File: src/rtl/johnson_seq_decoder.sv
// Receive-side decoder for a 5-bit Johnson (twisted-ring) counter stream.
// Decodes each sampled word to 0..9, tracks succession, holds lock and counts errors.
module johnson_seq_decoder #(
  parameter int LOCK_LEN = 3,
  parameter int ERR_W    = 8
) (
  input  logic             clk,
  input  logic             rst,
  input  logic             code_valid,
  input  logic [4:0]       code,
  input  logic             clear_err,
  output logic [3:0]       idx,
  output logic             idx_valid,
  output logic             code_err,
  output logic             seq_err,
  output logic             wrap,
  output logic             locked,
  output logic [ERR_W-1:0] err_count
);

  // Handshake: code_valid is a one-way strobe with no backpressure; a word is
  // consumed on every rising edge where code_valid=1, and all responses appear
  // registered one edge later as single-cycle pulses (idx/locked/err_count are levels).

  typedef enum logic [1:0] {
    HUNT   = 2'd0,
    TRACK  = 2'd1,
    LOCKED = 2'd2
  } state_t;

  state_t     state, state_n;
  logic [3:0] prev, prev_n;
  logic [3:0] good_cnt, good_n;

  logic [3:0] idx_n;
  logic       idx_valid_n, code_err_n, seq_err_n, wrap_n;
  logic       err_inc;

  logic       legal;
  logic [3:0] dec;
  logic [3:0] succ;
  logic       is_succ;

  always_comb begin
    legal = 1'b1;
    dec   = 4'd0;
    unique case (code)
      5'b00000: dec = 4'd0;
      5'b00001: dec = 4'd1;
      5'b00011: dec = 4'd2;
      5'b00111: dec = 4'd3;
      5'b01111: dec = 4'd4;
      5'b11111: dec = 4'd5;
      5'b11110: dec = 4'd6;
      5'b11100: dec = 4'd7;
      5'b11000: dec = 4'd8;
      5'b10000: dec = 4'd9;
      default:  legal = 1'b0;
    endcase
  end

  assign succ    = (prev == 4'd9) ? 4'd0 : prev + 4'd1;
  assign is_succ = (dec == succ);

  always_comb begin
    state_n     = state;
    prev_n      = prev;
    good_n      = good_cnt;
    idx_n       = idx;
    idx_valid_n = 1'b0;
    code_err_n  = 1'b0;
    seq_err_n   = 1'b0;
    wrap_n      = 1'b0;
    err_inc     = 1'b0;
    if (code_valid) begin
      if (!legal) begin
        // Any illegal word drops back to hunting; prev is left as it was.
        code_err_n = 1'b1;
        idx_n      = 4'hF;
        err_inc    = 1'b1;
        state_n    = HUNT;
        good_n     = 4'd0;
      end else begin
        idx_n       = dec;
        idx_valid_n = 1'b1;
        prev_n      = dec;
        unique case (state)
          HUNT: begin
            good_n  = 4'd0;
            state_n = TRACK;
          end
          TRACK: begin
            if (is_succ) begin
              if (good_cnt + 4'd1 == 4'(LOCK_LEN)) begin
                state_n = LOCKED;
                good_n  = 4'd0;
              end else begin
                good_n = good_cnt + 4'd1;
              end
            end else begin
              good_n = 4'd0;
            end
          end
          LOCKED: begin
            if (is_succ) begin
              wrap_n = (prev == 4'd9);
            end else begin
              seq_err_n = 1'b1;
              err_inc   = 1'b1;
              state_n   = TRACK;
              good_n    = 4'd0;
            end
          end
          default: begin
            state_n = HUNT;
            good_n  = 4'd0;
          end
        endcase
      end
    end
  end

  always_ff @(posedge clk) begin
    if (rst) begin
      state     <= HUNT;
      prev      <= 4'd0;
      good_cnt  <= 4'd0;
      idx       <= 4'd0;
      idx_valid <= 1'b0;
      code_err  <= 1'b0;
      seq_err   <= 1'b0;
      wrap      <= 1'b0;
    end else begin
      state     <= state_n;
      prev      <= prev_n;
      good_cnt  <= good_n;
      idx       <= idx_n;
      idx_valid <= idx_valid_n;
      code_err  <= code_err_n;
      seq_err   <= seq_err_n;
      wrap      <= wrap_n;
    end
  end

  assign locked = (state == LOCKED);

  // clear_err wins over a coincident increment; the count sticks at all-ones.
  always_ff @(posedge clk) begin
    if (rst || clear_err) begin
      err_count <= '0;
    end else if (err_inc && (err_count != {ERR_W{1'b1}})) begin
      err_count <= err_count + 1'b1;
    end
  end

endmodule
File: config.mk
export PLATFORM = sky130hd
export DESIGN_NAME = johnson_seq_decoder
export DESIGN_NICKNAME = d
export VERILOG_FILES = /design/src/rtl/johnson_seq_decoder.sv
export SDC_FILE = /design/constraint.sdc
export NUM_CORES = 1
export LEC_CHECK = 0
export ABC_CLOCK_PERIOD_IN_PS = 4640
export CORE_ASPECT_RATIO = 0.75
export CORE_MARGIN = 2
export CORE_UTILIZATION = 55
export CTS_BUF_LIST = sky130_fd_sc_hd__clkbuf_8
export DETAILED_ROUTE_END_ITERATION = 8
export GPL_TIMING_DRIVEN = 0
export PLACE_DENSITY = 0.82
export SETUP_SLACK_MARGIN = 0.1
export SYNTH_ARGS = -nofsm -noshare
export SYNTH_HDL_FRONTEND = slang
export SYNTH_SLANG_ARGS = --single-unit
File: constraint.sdc
create_clock -name clk -period 4.64 [get_ports clk]
set_input_delay 0.464 -clock clk [delete_from_list [all_inputs] [get_ports clk]]
set_output_delay 0.464 -clock clk [all_outputs]
set_load 0.005 [all_outputs]
# == After elaboration in Yosys (flattened, before gate mapping) ==
# Cells that the tools add are included.
# W data, S select, Z words.
# op_classes
n_addsub,3
n_eq_ne,18
n_mux,20
n_bitwise,4
reduce_logical,11
# op_table
op,count
$pmux W4 S9,1
$eq A5 B5 Y1 const B,5
$mux W4,6
$reduce_or A10 Y1,1
$ne A3 B3 Y1 const B,3
$add A4 B1 Y4 const B,2
$add A8 B1 Y8 const B,1
$mux W2,4
$ne A8 B8 Y1 const B,1
$pmux W4 S2,1
$mux W1,7
$pmux W2 S3,1
$eq A5 B1 Y1 const B,1
$eq A5 B2 Y1 const B,1
$eq A5 B3 Y1 const B,1
$eq A5 B4 Y1 const B,1
$logic_not A5 Y1,1
$reduce_or A5 Y1,1
$eq A4 B2 Y1 const B,1
$eq A4 B4 Y1,1
$eq A4 B4 Y1 const B,1
$not A1 Y1,4
$reduce_and A2 Y1,2
$reduce_and A4 Y1,1
7 further kinds,7
# totals
ff_bits,26
inputBits,9
output_inout_bits,17
wordCells,65

# == Logic depth before layout (Yosys ltp) ==
# Gate-level depths: netlist (run 1).
# logic_depth
word_depth,8
ltp_mapped,10
ltp_nobuf,7

# == Worst setup path before layout (run 1) ==
# No wires, ideal clock.
# synth_timing
path_type,input to register
start,in code[4]
end,reg state[0]
setup_time_ns,0.138
arrival_ns,2.233
required_time_ns,4.502
slack_ns,2.269
stages,7
path_buffers,1
cell_sequence,buf_6 -> or3b_1 -> o22ai_2 -> o211ai_2 -> a2111o_4 -> o41ai_4 -> o32ai_1
# synth_via
elab_chain_len,5
elab_cells_between_ends,19
cone_classes,eq/ne: 13; mux: 3; reduce/logical: 3
# synth_lines
item,line_no,source
start: declaration,10,"input logic [4:0] code,"
$eq A5 B5 Y1 (tied with other cells),47,unique case (code)
$pmux W4 S9 or $reduce_or A10 Y1 (tied branches),-,
$eq A4 B4 Y1 or $mux W1 (tied branches),"63, 47",
$ne A3 B3 Y1 (no line),-,
$reduce_and A4 Y1 (no line),-,
end signal: assignment,134,state <= state_n;
end: declaration,31,"state_t state, state_n;"
# Several ways; a longest one is shown, not always the timed one.
# A chain may end at the register's enable or synchronous reset.

# == Worst setup path in the final report (run 1) ==
# layout_timing
start,in code[3]
end,reg good_cnt[0]
# layout_via
elab_chain_len,6
elab_cells_between_ends,19
cone_classes,eq/ne: 11; mux: 5; reduce/logical: 3
# layout_lines
item,line_no,source
$eq A5 B5 Y1 (tied with other cells),47,
$pmux W4 S9,47,
$eq A4 B4 Y1,63,assign is_succ = (dec == succ);
$mux W4,93,if (is_succ) begin
$pmux W4 S2,87,unique case (state)
$mux W4,76,if (!legal) begin
end signal: assignment,136,good_cnt <= good_n;
end: declaration,33,"logic [3:0] good_cnt, good_n;"
# Several ways; a longest one is shown, not always the timed one.

==> results.json, run 1 <==
{
  "outcome": "complete, no violations",
  "num_vias": 1417,
  "vdd_drop_max_v": 0.000163,
  "cts_root_buf": "clkbuf_8",
  "power_density_nw_per_um2": 244,
  "start_kind": "input port",
  "slew_headroom_pct": 67.4,
  "timing.fmax_mhz": 358,
  "cpMaxStageDelayCell": "a2111o_4",
  "yosysMostFrequentCell": "dfxtp_1",
  "synth.top_cell.area_share_pct": 33.0,
  "finalMaxSlewViolations": 0,
  "grt_setup_unrepaired": "false",
  "cts_tree": "done",
  "cp_cell_sequence": "clkdlybuf4s50_1, buf_6, or3b_1, o22ai_2, o211ai_2, a2111o_4, o41ai_4, nand3b_1, o31ai_1",
  "crit_type": "input port to flop",
  "yosysSeqAreaShare_pct": 33.0,
  "fin_crit_sh_pct": 60.1,
  "portBuffers": 22,
  "max_stage_delay_ns": 0.55,
  "drt-total-wl_um": 3450,
  "max_cap_viol_count": 0,
  "dieArea_um2": 3320,
  "drive_gt1_share_pct": 10.1,
  "min_path_type": "flop to flop",
  "start_util_pct": 59.2,
  "post-dp-hpwl_um": 2580,
  "die_w_um": 65.8,
  "synth_area_leaders": "dfxtp_1, o31ai_1, a21oi_1, nor2_1, mux2i_1",
  "numCtsBuffers": 3,
  "clockBufferDepth": 2,
  "cts-hold-fix-buffers": 0,
  "ys_warn_count": 0,
  "routedWlPerCell_um": 14.1,
  "fin_tns_setup_ns": 0,
  "cts.reportedPaths.clkPinSlew_ns": 0.09,
  "hold_viol": 0,
  "grt_max_degree": 15,
  "drt_iter0_drc": 76,
  "grt_pass1_wl_um": 6100,
  "core_area_um2": 2660,
  "synth_cell_types": 53,
  "arrival_ns": 2.97,
  "synth_area_per_cell_um2": 8.66,
  "clock_latency_ns": 0.27,
  "syn_inst": 182,
  "tightest_slew_ns": 0.488,
  "synth_edf_count": 0,
  "place_congestion": 0.836,
  "drc": 0,
  "antenna_found_initial": 0,
  "ys.flop_type": "dfxtp_1",
  "htree_levels": 1,
  "critPathRequiredTime_ns": 4.82,
  "finalNonFillerCells": 244,
  "yosysTopAreaCell": "dfxtp_1",
  "diodes": 0,
  "cp_max_fo": 10,
  "final_nets": 221,
  "cts_sinks": 26,
  "ios": 26,
  "final_util_pct": 71.2,
  "syn_to_final_growth_pct": 20.3,
  "ctsResizeCount": 0,
  "async_flop_share_pct": 0,
  "chipHeight_um": 50.4,
  "synthTopCellsByCount": "dfxtp_1, nor2_1, a21oi_1, inv_1",
  "overflow": 0,
  "final_antenna_net_count": 0,
  "vias_per_cell": 5.81,
  "setup_viol": 0,
  "worstSetupEndpointType": "flop",
  "skew_ns": 0.00566,
  "rows": 16,
  "grt_usage_pct": 23.2,
  "synth_seq_cells": 26,
  "hold_ws_ns": 0.493,
  "first_global_vias": 1377,
  "dr.pass1.iters": 4,
  "post-cts-setup-buffer-count": 0,
  "syn_nets": 194,
  "synth_area_um2": 1580,
  "p_leak_uw": 0.000704,
  "min_period_ns": 2.79,
  "dp.cells": 240
}
power by group:
| part | switching [uW] | total, uW | internal, uW |
|---|---|---|---|
| Clock | 66.7 | 142 | 75.8 |
| Combinational | 45.3 | 85.0 | 39.7 |
| Sequential | 5.33 | 234 | 229 |
| Total | 117 | 462 | 345 |
cell families after synthesis:
family,count (synthesis),share of synthesized area [%]
adder cells (fa/ha/maj),3,2.38
AO/OA/AOI/OAI,52,24.7
multiplexers,5,3.17
AND/OR/NAND/NOR,69,26.2
flip-flops,26,33.0
XOR/XNOR,7,3.89
buffers and inverters,20,6.67
critical path, delay by kind of cell:
kind	cells	cell delay [ns]
buffers and inverters	2	0.64
AND/OR/NAND/NOR	2	0.49
AO/OA/AOI/OAI	5	1.37
registers in the layout, summed over array words and instances (netlist names):
register,flops
state,2
idx_valid,1
idx,4
wrap,1
err_count,8
prev,4
seq_err,1
good_cnt,4
code_err,1
layout make-up:
| class | instances | area, um2 |
|---|---|---|
| Timing Repair Buffer | 22 | 220 |
| Multi-Input combinational cell | 136 | 951 |
| Fill cell | 210 | 766 |
| Buffer | 10 | 67.6 |
| Inverter | 10 | 37.5 |
| Clock buffer | 4 | 55.1 |
| Tap cell | 36 | 45.0 |
| Sequential cell | 26 | 520 |
metal layers:
metal | global-route usage, % | part of all wire, % | vias up
li1 | - | - | 722
met1 | 31.4 | 46 | 646
met2 | 37.9 | 49 | 47
met3 | 4.93 | 5.1 | 2
met4 | 5.90 | 0.23 | 0
met5 | 0 | 0 | -
placed cells by master (no fill, tap or decap), types with 2 or more instances in the layout:
| master | count |
|---|---|
| dfxtp_1 | 26 |
| or4_1 | 2 |
| o21ai_0 | 9 |
| nor4_1 | 2 |
| o22ai_1 | 2 |
| nor2b_1 | 2 |
| mux2i_1 | 5 |
| xnor2_1 | 2 |
| ha_1 | 3 |
| or2_2 | 2 |
| clkbuf_8 | 4 |
| and3_1 | 2 |
| nand3b_1 | 6 |
| buf_2 | 3 |
| buf_6 | 3 |
| a21oi_1 | 12 |
| nand2_1 | 7 |
| or3_1 | 5 |
| a211oi_1 | 4 |
| nor3_1 | 5 |
| nand4_1 | 2 |
| a21boi_0 | 2 |
| nor2_1 | 14 |
| xor2_1 | 5 |
| o31ai_1 | 9 |
| clkbuf_1 | 2 |
| nand3_1 | 6 |
| clkdlybuf4s50_1 | 22 |
| nand2b_1 | 4 |
| inv_1 | 10 |
| o32ai_1 | 2 |
per-stage QoR:
stage	setup slack (ns)	total power, uW	instance area (um2)
2_1_floorplan	2.27	297	1580
3_3_place_gp	1.66	321	1840
3_5_place_dp	1.59	324	1840
4_1_cts	1.86	466	1900
5_1_grt	1.75	487	1900
6_report	1.85	462	1900
path summary, 6_finish.rpt:
kind	start	end	slack [ns]	cells after the start
worst max-delay path	code[3]	good_cnt[0]	1.85	9
worst min-delay path	idx[0]	idx[0]	0.49	2
worst min register to register	idx[0]	idx[0]	0.49	2
worst max register to register	prev[2]	good_cnt[0]	2.23	7
Note: power is estimated with default switching activity, not from simulation.
==> run 2: changes to the inputs <==
Settings changed: ABC_CLOCK_PERIOD_IN_PS 4640 to 2300, CORE_UTILIZATION 55 to 49, PLACE_DENSITY 0.82 to 0.77.
Clock period 4.64 ns to 2.3 ns, I/O delays scaled along.
==> run 2 against run 1 <==
  * Critical path depth down 1
  * Power up 130%
  * Final cell count up 4.1%
  * Combinational power up 140%
  * Sequential power up 100%
  * Die area up 11%
  * Via count up 7.2%
  * Cell area up 10%
  * Register-to-register slack worse by 2.1 ns
  * Sequential share of layout area down 1.8 points
  * Core utilization down 1.6 points
  * Largest power group unchanged
  * Highest routed layer unchanged
==> results.json, run 2 (synthesis gave the netlist of run 1 again) <==
{
  "drt_iter0_drc": 96,
  "start_util_pct": 52.6,
  "syn_to_final_growth_pct": 32.5,
  "worstSetupEndpointType": "flop",
  "p_leak_uw": 0.000777,
  "drive_gt1_share_pct": 22.7,
  "regMostFlops": "err_count",
  "ios": 26,
  "vdd_drop_max_v": 0.000474,
  "fin_tns_setup_ns": 0,
  "clockBufferDepth": 2,
  "cts_sinks": 26,
  "whs_path_depth": 4,
  "cts_root_buf": "clkbuf_8",
  "place_congestion": 0.882,
  "cts_tree": "done",
  "portBuffers": 22,
  "p_int_uw": 791,
  "top_usage_layer": "met2",
  "cp_max_fo": 10,
  "timing.fmax_mhz": 458,
  "skew_ns": 0.0135,
  "drc": 0,
  "clock_latency_ns": 0.29,
  "drt-total-wl_um": 4050,
  "fin_crit_sh_pct": 94.8,
  "setup_viol": 0,
  "switching_power_uw": 276,
  "post-route-cell-area_um2": 2090,
  "diodes": 0,
  "dp.cells": 242,
  "grt_usage_pct": 22.5,
  "overflow": 0,
  "htree_levels": 1,
  "cts.reportedPaths.clkPinSlew_ns": 0.10,
  "max_cap_viol_count": 0,
  "met1_usage_pct": 28.0,
  "arrival_ns": 2.39,
  "tightest_slew_ns": 0.502,
  "min_period_ns": 2.18,
  "vias_per_cell": 5.98,
  "die_w_um": 69.5,
  "gr-usage-met2_pct": 39.9,
  "routedWlPerCell_um": 15.9,
  "largest_reg_flops": 8,
  "reg2reg_depth": 8,
  "start_kind": "flop",
  "min_path_type": "input port to flop",
  "outcome": "complete, no violations",
  "power_density_nw_per_um2": 511,
  "num_vias": 1519,
  "slew_headroom_pct": 66.5,
  "hold_ws_ns": 0.474,
  "hold_viol": 0,
  "dieArea_um2": 3690,
  "numCtsBuffers": 3,
  "grt_max_degree": 16,
  "rows": 17,
  "chipHeight_um": 53.1,
  "final_cell_mix": "dfxtp_1, clkdlybuf4s50_1, nor2_1",
  "layout_commonest_cell": "dfxtp_1",
  "dr.pass1.iters": 5,
  "critPathRequiredTime_ns": 2.51,
  "antenna_found_initial": 0,
  "grt_pass1_wl_um": 6580,
  "post-dp-hpwl_um": 2570,
  "swShare_pct": 25.9,
  "seqPwrFrac_pct": 44.2,
  "finalNonFillerCells": 254,
  "final_nets": 229,
  "final_antenna_net_count": 0,
  "core_area_um2": 3000,
  "p_clk_share_pct": 36.4,
  "use_met3_pct": 4.76,
  "combPwrFrac_pct": 19.4,
  "first_global_vias": 1391,
  "finalMaxSlewViolations": 0,
  "finalPower_uw": 1070,
  "postPlaceCellArea_um2": 1840,
  "grt_setup_unrepaired": "true",
  "crit_type": "flop to flop",
  "cts-hold-fix-buffers": 0
}
-- run 2: cell count changes in the layout (fill, tap and decap cells not counted), moves of 2 or more --
| cell | change |
|---|---|
| buf_4 | +9 |
| a21boi_0 | -2 |
| a21boi_2 | +2 |
| dfxtp_4 | +4 |
| nand2b_4 | +2 |
| a21oi_2 | +3 |
| clkdlybuf4s50_1 | -2 |
| dfxtp_1 | -4 |
| nand2b_1 | -2 |
| a21oi_1 | -3 |
-- run 2: final timing paths --
check / end / start / slack, ns
setup / recovery: err_count[5] / prev[0] / 0.12
setup reg to reg: err_count[5] / prev[0] / 0.12
hold / removal: prev[3] / code[2] / 0.47
hold reg to reg: idx[0] / idx[0] / 0.49
-- run 2: timing repair --
action | in CTS | in global routing
pin swaps | 3 | 10
endpoints found under the hold margin | 0 | 0
endpoints found under the setup margin | 14 | 14
resized for setup | 12 | 21
setup buffers | 3 | 5
-- run 2: cell type report --
type	instances	area, um2
Sequential cell	26	536
Tap cell	38	47.5
Clock inverter	1	30.0
Clock buffer	3	41.3
Inverter	10	37.5
Buffer	10	70.1
Timing Repair Buffer	30	279
Multi-Input combinational cell	136	1050
Fill cell	214	911
-- run 2: metal layers --
| layer | part of all wire (%) | up-vias |
|---|---|---|
| met1 | 45 | 698 |
| met3 | 6.7 | 14 |
| li1 | - | 742 |
| met5 | 0 | - |
| met4 | 2.7 | 0 |
| met2 | 46 | 65 |
-- run 2: critical path, cell delays in order (launching register included) --
cell	delay, ns
dfxtp_4	0.42
or4bb_1	0.44
o32a_1	0.23
o211ai_2	0.12
a32o_1	0.17
a21oi_2	0.05
buf_4	0.17
or3_1	0.35
a21oi_1	0.14
-- run 2: power groups by stage --
stage / logic (uW) / registers, uW / clock network (uW)
6_report: 207 / 472 / 388
5_1_grt: 220 / 474 / 409
4_1_cts: 182 / 474 / 390
3_5_place_dp: 170 / 484 / 0
3_3_place_gp: 165 / 483 / 0
2_1_floorplan: 116 / 483 / 0
-- run 2: per-stage QoR --
| step | utilization [%] | setup slack, ns |
|---|---|---|
| 6_report | 69.6 | 0.119 |
| 5_1_grt | 69.6 | 0.0708 |
| 4_1_cts | 66.1 | 0.120 |
| 3_5_place_dp | 61.5 | -0.455 |
| 3_3_place_gp | 61.5 | -0.416 |
| 2_1_floorplan | - | 0.163 |
==> run 3: changes to the inputs <==
Settings changed: CORE_MARGIN 2 to 8.
==> run 3 against run 2 <==
  * Die area rose by 44%
  * Clock-buffer cell count up 1
  * Global-route usage is 8.0 points lower
  * Largest cell class unchanged
  * Largest power group unchanged
  * Highest routed layer unchanged
==> results.json, run 3 (synthesis gave the netlist of run 1 again) <==
{
  "outcome": "complete, no violations",
  "final_nets": 230,
  "cts-hold-fix-buffers": 0,
  "post-dp-hpwl_um": 2620,
  "htree_levels": 1,
  "cts_root_buf": "clkbuf_8",
  "crit_type": "flop to flop",
  "start_kind": "flop",
  "die_w_um": 81.5,
  "overflow": 0,
  "drt-total-wl_um": 3950,
  "min_path_type": "input port to flop",
  "layout_commonest_cell": "dfxtp_1",
  "reg2reg_depth": 7,
  "drt_iter0_drc": 69,
  "hold_viol": 0,
  "rows": 18,
  "finalPower_uw": 970,
  "drive_gt1_share_pct": 21.7,
  "postPlaceCellArea_um2": 1850,
  "cp_max_fo": 6,
  "cts_sinks": 26,
  "min_period_ns": 2.18,
  "dr.pass1.iters": 4,
  "drc": 0,
  "num_vias": 1505,
  "worstHoldStart": "code[2]",
  "grt_max_degree": 15,
  "final_util_pct": 64.7,
  "tightest_slew_ns": 0.509,
  "dieArea_um2": 5310,
  "hold_ws_ns": 0.485,
  "vias_per_cell": 5.86,
  "critPathRequiredTime_ns": 2.48,
  "regMostFlops": "err_count",
  "rrSetupSlack_ns": 0.12,
  "grt_pass1_wl_um": 6180,
  "chipHeight_um": 65.1,
  "cts_tree": "done",
  "largest_reg_flops": 8,
  "whs_path_depth": 4,
  "p_leak_uw": 0.000767,
  "syn_to_final_growth_pct": 30.4,
  "start_util_pct": 49.6,
  "finalMaxSlewViolations": 0,
  "post-route-cell-area_um2": 2060,
  "routedWlPerCell_um": 15.4,
  "ff_latch_area_um2": 537,
  "numCtsBuffers": 3,
  "ios": 26,
  "core_area_um2": 3180,
  "grt_setup_unrepaired": "true",
  "power_density_nw_per_um2": 472,
  "multi_input_area_um2": 1020,
  "diodes": 0,
  "portBuffers": 22,
  "worstHoldEndpoint": "prev[3]",
  "final_cell_mix": "dfxtp_1, clkdlybuf4s50_1, nor2_1",
  "place_congestion": 0.808,
  "fillerInstances": 242,
  "final_antenna_net_count": 0,
  "arrival_ns": 2.36,
  "slew_headroom_pct": 66.1,
  "cts.reportedPaths.clkPinSlew_ns": 0.09,
  "worstSetupEndpointType": "flop",
  "first_global_vias": 1317,
  "max_cap_viol_count": 0,
  "antenna_found_initial": 0,
  "reg2reg_from": "prev[3]",
  "fin_crit_sh_pct": 94.8,
  "vdd_drop_max_v": 0.000449,
  "skew_ns": 0.00598,
  "grt_usage_pct": 14.4,
  "timing.fmax_mhz": 459,
  "r2r_end": "good_cnt[0]",
  "clock_latency_ns": 0.27,
  "setup_viol": 0,
  "clockBufferDepth": 2
}
## run 3: critical path, stage by stage, from the launching register on
cell      delay, ns
dfxtp_4        0.37
nand3b_1       0.19
a21boi_2       0.20
o21ai_1        0.13
a2111o_4       0.57
o41ai_4        0.41
nand3b_1       0.12
o31ai_1        0.08
## run 3: power by group
| group | total, uW | switching [uW] | internal (uW) |
|---|---|---|---|
| registers | 471 | 11.5 | 459 |
| clock network | 297 | 144 | 153 |
| logic | 203 | 105 | 98.2 |
## run 3: layout make-up
type	count	share of cell area (%)
buffer	10	3.41
clock buffer	4	2.68
inverter	10	1.83
multi-input combinational	136	49.8
sequential	26	26.1
tap	40	2.43
timing repair buffer	31	13.7
## run 3: what timing repair did
| action | in CTS | in global routing |
|---|---|---|
| pin swaps | 3 | 11 |
| gates cloned | 0 | 0 |
| buffers inserted | 3 | 6 |
| endpoints found under the setup margin | 14 | 14 |
| resized for setup | 10 | 20 |
## run 3: worst max-delay path by stage
stage,startpoint,to,slack [ns],depth (start not counted)
5_1_grt,prev[3],state[1],0.03,7
2_1_floorplan,code[4],state[0],0.16,7
6_report,prev[3],good_cnt[0],0.12,7
4_1_cts,prev[3],good_cnt[0],0.10,7
3_5_place_dp,code[3],good_cnt[0],-0.46,9
3_3_place_gp,code[3],state[0],-0.43,8
## run 3: stage by stage
| step | setup slack, ns | setup TNS (ns) | instances |
|---|---|---|---|
| after floorplan | 0.163 | 0 | 182 |
| after global placement | -0.428 | -5.22 | 244 |
| after detailed placement | -0.458 | -5.67 | 244 |
| after CTS | 0.104 | 0 | 251 |
| after global routing | 0.0273 | 0 | 257 |
| final | 0.119 | 0 | 257 |
## run 3: metal layers
layer	wire length (um)	track usage (%)	vias to the layer above
met5	0	0	-
met4	65	4.00	0
met3	250	5.18	9
met2	1820	21.7	37
met1	1810	18.9	717
li1	-	-	742
